## config.mk

```make
export PLATFORM = sky130hd
export DESIGN_NAME = seq_alu
export DESIGN_NICKNAME = d
export VERILOG_FILES = /design/src/rtl/alu_ops_pkg.sv /design/src/rtl/iter_shifter.sv /design/src/rtl/seq_alu.sv
export SDC_FILE = /design/constraint.sdc
export NUM_CORES = 1
export LEC_CHECK = 0
export CAP_MARGIN = 20
export CORE_MARGIN = 2
export CORE_UTILIZATION = 61
export CTS_CLUSTER_DIAMETER = 40
export DETAILED_ROUTE_END_ITERATION = 10
export PLACE_DENSITY = 0.95
export SYNTH_ARGS = -nofsm -noshare
export SYNTH_HDL_FRONTEND = slang
export SYNTH_HIERARCHICAL = 1
export SYNTH_SLANG_ARGS = --single-unit
```

## constraint.sdc

```tcl
create_clock -name clk -period 10.1 [get_ports clk]
set_clock_uncertainty 0.05 [all_clocks]
set_input_delay 2.02 -clock clk [delete_from_list [all_inputs] [get_ports clk]]
set_output_delay 2.02 -clock clk [all_outputs]
set_load 0.005 [all_outputs]
```

## src/rtl/alu_ops_pkg.sv

```systemverilog
// Shared ALUOperation encodings, FSM state type and datapath width defaults
// for the execute-stage ALU and the ALU control decoder.
package alu_ops_pkg;

    localparam int WIDTH_DEF = 32;
    localparam int SHW_DEF   = 5;

    localparam logic [3:0] OP_AND     = 4'b0000;
    localparam logic [3:0] OP_OR      = 4'b0001;
    localparam logic [3:0] OP_NOR     = 4'b0010;
    localparam logic [3:0] OP_ADD     = 4'b0011;
    localparam logic [3:0] OP_SUB     = 4'b0100;
    localparam logic [3:0] OP_SRL     = 4'b0101;
    localparam logic [3:0] OP_SLL     = 4'b0110;
    localparam logic [3:0] OP_DEFAULT = 4'b1001;

    typedef enum logic [1:0] {
        ST_IDLE  = 2'd0,
        ST_SHIFT = 2'd1,
        ST_DONE  = 2'd2
    } state_e;

    function automatic logic is_shift(input logic [3:0] op);
        return (op == OP_SRL) || (op == OP_SLL);
    endfunction

endpackage

```

## src/rtl/iter_shifter.sv

```systemverilog
// One-bit-per-cycle shifter: latches operand, amount and direction on load_i,
// then shifts while run_i is high and raises finish_o once the count is spent.
module iter_shifter
    import alu_ops_pkg::*;
#(
    parameter int WIDTH = WIDTH_DEF,
    parameter int SHW   = SHW_DEF
) (
    input  logic             clk,
    input  logic             reset,
    input  logic             load_i,
    input  logic             load_left_i,
    input  logic [WIDTH-1:0] load_data_i,
    input  logic [SHW-1:0]   load_amt_i,
    input  logic             run_i,
    output logic [WIDTH-1:0] data_o,
    output logic             finish_o
);

    logic [WIDTH-1:0] data_q, data_d;
    logic [SHW-1:0]   cnt_q, cnt_d;
    logic             left_q, left_d;

    // NOTE: every variable gets a default before the branches so an
    // unassigned path cannot infer a latch.
    always_comb begin
        data_d = data_q;
        cnt_d  = cnt_q;
        left_d = left_q;
        if (load_i) begin
            data_d = load_data_i;
            cnt_d  = load_amt_i;
            left_d = load_left_i;
        end else if (run_i && (cnt_q != '0)) begin
            data_d = left_q ? {data_q[WIDTH-2:0], 1'b0} : {1'b0, data_q[WIDTH-1:1]};
            cnt_d  = cnt_q - SHW'(1);
        end
    end

    // NOTE: state registers use non-blocking assignments so all flops update
    // together on the edge, independent of statement order.
    always_ff @(posedge clk or posedge reset) begin
        if (reset) begin
            data_q <= '0;
            cnt_q  <= '0;
            left_q <= 1'b0;
        end else begin
            data_q <= data_d;
            cnt_q  <= cnt_d;
            left_q <= left_d;
        end
    end

    assign data_o   = data_q;
    assign finish_o = run_i && (cnt_q == '0);

endmodule

```

## src/rtl/seq_alu.sv

```systemverilog
// Execute-stage ALU: single-cycle logic/add/sub, iterative shifts with a
// busy/done handshake, and registered result, zero and illegal flags.
module seq_alu
    import alu_ops_pkg::*;
#(
    parameter int WIDTH = WIDTH_DEF,
    parameter int SHW   = SHW_DEF
) (
    input  logic             clk,
    input  logic             reset,
    input  logic             start,
    input  logic [3:0]       ALUOperation,
    input  logic [WIDTH-1:0] A,
    input  logic [WIDTH-1:0] B,
    input  logic [SHW-1:0]   shamt,
    output logic             busy,
    output logic             done,
    output logic [WIDTH-1:0] ALUResult,
    output logic             Zero,
    output logic             illegal
);

    state_e           state_q, state_d;
    logic [WIDTH-1:0] result_q, result_d;
    logic             zero_q, zero_d;
    logic             illegal_q, illegal_d;

    logic [WIDTH-1:0] alu_res;
    logic             alu_ill;
    logic             accepting;
    logic             shift_load;
    logic [WIDTH-1:0] sh_data;
    logic             sh_finish;

    always_comb begin
        alu_res = '0;
        alu_ill = 1'b0;
        case (ALUOperation)
            OP_AND:         alu_res = A & B;
            OP_OR:          alu_res = A | B;
            OP_NOR:         alu_res = ~(A | B);
            OP_ADD:         alu_res = A + B;
            OP_SUB:         alu_res = A - B;
            OP_SRL, OP_SLL: alu_res = '0;
            default:        alu_ill = 1'b1;
        endcase
    end

    assign accepting  = (state_q == ST_IDLE) || (state_q == ST_DONE);
    assign shift_load = accepting && start && is_shift(ALUOperation);

    iter_shifter #(
        .WIDTH (WIDTH),
        .SHW   (SHW)
    ) u_shifter (
        .clk         (clk),
        .reset       (reset),
        .load_i      (shift_load),
        .load_left_i (ALUOperation == OP_SLL),
        .load_data_i (B),
        .load_amt_i  (shamt),
        .run_i       (state_q == ST_SHIFT),
        .data_o      (sh_data),
        .finish_o    (sh_finish)
    );

    always_comb begin
        state_d   = state_q;
        result_d  = result_q;
        zero_d    = zero_q;
        illegal_d = illegal_q;
        case (state_q)
            ST_IDLE, ST_DONE: begin
                if (start) begin
                    if (is_shift(ALUOperation)) begin
                        state_d = ST_SHIFT;
                    end else begin
                        result_d  = alu_res;
                        zero_d    = (alu_res == '0);
                        illegal_d = alu_ill;
                        state_d   = ST_DONE;
                    end
                end else begin
                    state_d = ST_IDLE;
                end
            end
            ST_SHIFT: begin
                if (sh_finish) begin
                    result_d  = sh_data;
                    zero_d    = (sh_data == '0);
                    illegal_d = 1'b0;
                    state_d   = ST_DONE;
                end
            end
            default: state_d = ST_IDLE;
        endcase
    end

    always_ff @(posedge clk or posedge reset) begin
        if (reset) begin
            state_q   <= ST_IDLE;
            result_q  <= '0;
            zero_q    <= 1'b1;
            illegal_q <= 1'b0;
        end else begin
            state_q   <= state_d;
            result_q  <= result_d;
            zero_q    <= zero_d;
            illegal_q <= illegal_d;
        end
    end

    // Handshake outputs decode registered state only, so no input reaches them combinationally.
    assign busy      = (state_q == ST_SHIFT);
    assign done      = (state_q == ST_DONE);
    assign ALUResult = result_q;
    assign Zero      = zero_q;
    assign illegal   = illegal_q;

endmodule

```

==> impl_metrics.toml <==
[synthesis]
syn_area_per_cell_um2 = 7.96
synth.area.top_cells = "dfrtp_1, mux2i_1, o21ai_0"
netlist_area_mm2 = 0.00765
yosys_warnings = 6
ys.flop_type = "dfrtp_1"
synth_most_common_cell = "nand2_1"
yosysTopAreaCellShare_pct = 23.9
synth_nets = 1074
syn_inst = 962
synth_cell_type_count = 84
postSynth.asyncResetShare_pct = 100
synth_seq_area_share_pct = 24.2
synth-edff-count = 0
yosys_register_bits = 74
netlist.top_cell.by_area = "dfrtp_1"
synth_common_cells = "nand2_1, o21ai_0, a21oi_1"

[min_path]
min_path_type = "reg -> reg"

[sta]
tightest_slew_ns = 1.08
slew_headroom_pct = 27.9
max_freq_mhz = 137
tns_ns = 0
hold_violations = 0
finalCritPeriodShare_pct = 72.5
finalMaxSlewViolations = 0
worst_slack_ns = 2.78
rsz0062_at_grt = "no"
fin_crit_ns = 7.32
setup_viol = 0

[cells_and_area]
num-nets-final = 1151
postLayoutCoreUtil_pct = 75.3
diodes = 0
final_cells = 1211
drive_gt1_share_pct = 8.05
design_area_mm2 = 0.00913
num-fill-cells = 900
area_delta_synth_final_pct = 19.2

[cts]
htree_levels = 3
cts_buffers = 9
holdBufCountCts = 0
tritoncts = "done"
cts_setup_buffers = 0
cts_num_sinks = 74
clk_pin_slew_ns = 0.06
post_cts_resized = 0
clk_path_buf_depth = 2
root_buffer = "clkbuf_16"
insertion_delay_ns = 0.35

[worst_setup_path]
cp.arrival_ns = 7.54
worst_setup_path_end_kind = "flop"
cp.buffers_inverters = 1
crit_chain = "clkdlybuf4s50_1, or4b_2, o41ai_1, xor2_1, ha_1, a21oi_1, o21a_1, nor2b_1, o41a_1, or3_1, a32oi_1, nand4_1, nor4_1, nand2_1, or4_1, o21ai_1"
worst_path_max_delay_cell = "or4b_2"
cp-start-kind = "input pin"
path_class = "in -> reg"
crit_family = "simple AND/OR/NAND/NOR gates"
max_stage_delay_ns = 1.08
worst_ep_required_time_ns = 10.32
cp_max_fo = 27

[route]
num_vias = 8584
route.detailed.drc = 0
avgViaCountPerCell = 7.09
drtIter0Drc = 1142
detail-route-antenna-nets = 0
post_drt_wl_per_cell_um = 23.0
routed_wl_mm = 27.8
dr.pass1.iters = 7

[floorplan]
die-area_mm2 = 0.0135
rows = 40
die_w_um = 116
pin_count = 112
dieHeight_um = 116
initial_utilization_pct = 63.2
fp.coreArea_mm2 = 0.0121

[global_routing]
grt_pass1_vias = 8190
grt_pass1_wl_mm = 42.7
overflow = 0
antenna_found_initial = 0
grt_max_degree = 71
grt_usage_pct = 41.4

[power_and_ir_drop]
ir_worst_vdd_mv = 0.175
cellLeakagePower_uw = 0.00363
power.density_mw_per_mm2 = 166

[run_status]
status = "completed"

[placed_design]
place_ws_ns = 2.59
io_buffers = 111
gp_congestion = 1.01
dp_cells = 1196
hpwl_mm = 20.0
dpl_cell_area_mm2 = 0.00882

[run]
cap_violations = 0
[metal layers]
metal | GRT usage (%) | vias up | part of all wire, %
met5 | 0 | - | 0
met4 | 27.5 | 0 | 7.8
met3 | 7.90 | 209 | 9.2
met2 | 70.3 | 663 | 47
met1 | 47.4 | 3965 | 36
li1 | - | 3747 | -
[state kept, by name (all words and copies together), names as in the netlist]
signal            count
ALUResult            32
u_shifter/data_o     32
u_shifter/cnt_q       5
state_q               2
Zero                  1
illegal               1
u_shifter/left_q      1
[cell type report]
class / count / area (µm²) / area share [%]
Multi-Input combinational cell: 809 / 5460 / 59.8
Sequential cell: 74 / 1850 / 20.3
Timing Repair Buffer: 126 / 1220 / 13.4
Clock buffer: 9 / 225 / 2.47
Tap cell: 168 / 210 / 2.30
Clock inverter: 6 / 82.6 / 0.905
Inverter: 19 / 71.3 / 0.782
[final timing paths]
check                                   start       endpoint  slack, ns  depth (start not counted)
min in group asynchronous               reset  ALUResult[28]       2.03                          2
min                             ALUResult[25]  ALUResult[25]       0.43                          2
max in group asynchronous               reset        illegal       7.25                          3
max                           ALUOperation[1]           Zero       2.78                         16
max reg2reg                u_shifter/cnt_q[0]           Zero       5.94                         14
min reg2reg                     ALUResult[25]  ALUResult[25]       0.43                          2
[cells by family after synthesis]
| family | after synthesis | share of synthesized area [%] |
|---|---|---|
| AOI/OAI and AO/OA | 309 | 25.4 |
| buffers and inverters | 79 | 4.69 |
| adders and majority gates | 62 | 9.38 |
| and+or+nand+nor | 311 | 19.8 |
| muxes | 80 | 11.0 |
| xor gates and xnor gates | 47 | 5.48 |
| DFF | 74 | 24.2 |
[stage by stage]
step,power (µW),hold WS [ns]
6_report,1510,0.432
3_3_place_gp,1090,0.404
4_1_cts,1480,0.435
2_1_floorplan,879,0.413
5_1_grt,1580,0.446
3_5_place_dp,1130,0.416
[worst reg2reg max path, delay by kind of cell, from the launching register on]
family | cells | cell delay, ns
and+or+nand+nor | 11 | 3.08
adders and majority gates | 1 | 0.30
AOI/OAI and AO/OA | 1 | 0.14
buffers and inverters | 1 | 0.11
DFF | 1 | 0.41
[power breakdown]
part	leakage, µW	switching, µW	internal (µW)
Sequential	0.000856	133	396
Clock	0.000151	127	213
Combinational	0.00263	342	302
Total	0.00363	601	912
[cells in the final DEF, fill, tap and decap left out, drive strengths merged, types with 20 or more instances in the layout]
cell / count
o31ai: 20
xor2: 31
nand2: 109
nor2: 72
maj3: 26
dfrtp: 73
mux2i: 50
ha: 35
clkdlybuf4s50: 111
a21oi: 80
mux2: 30
o21ai: 94
nor3: 37
No activity file was read; power rests on OpenSTA's default activity.
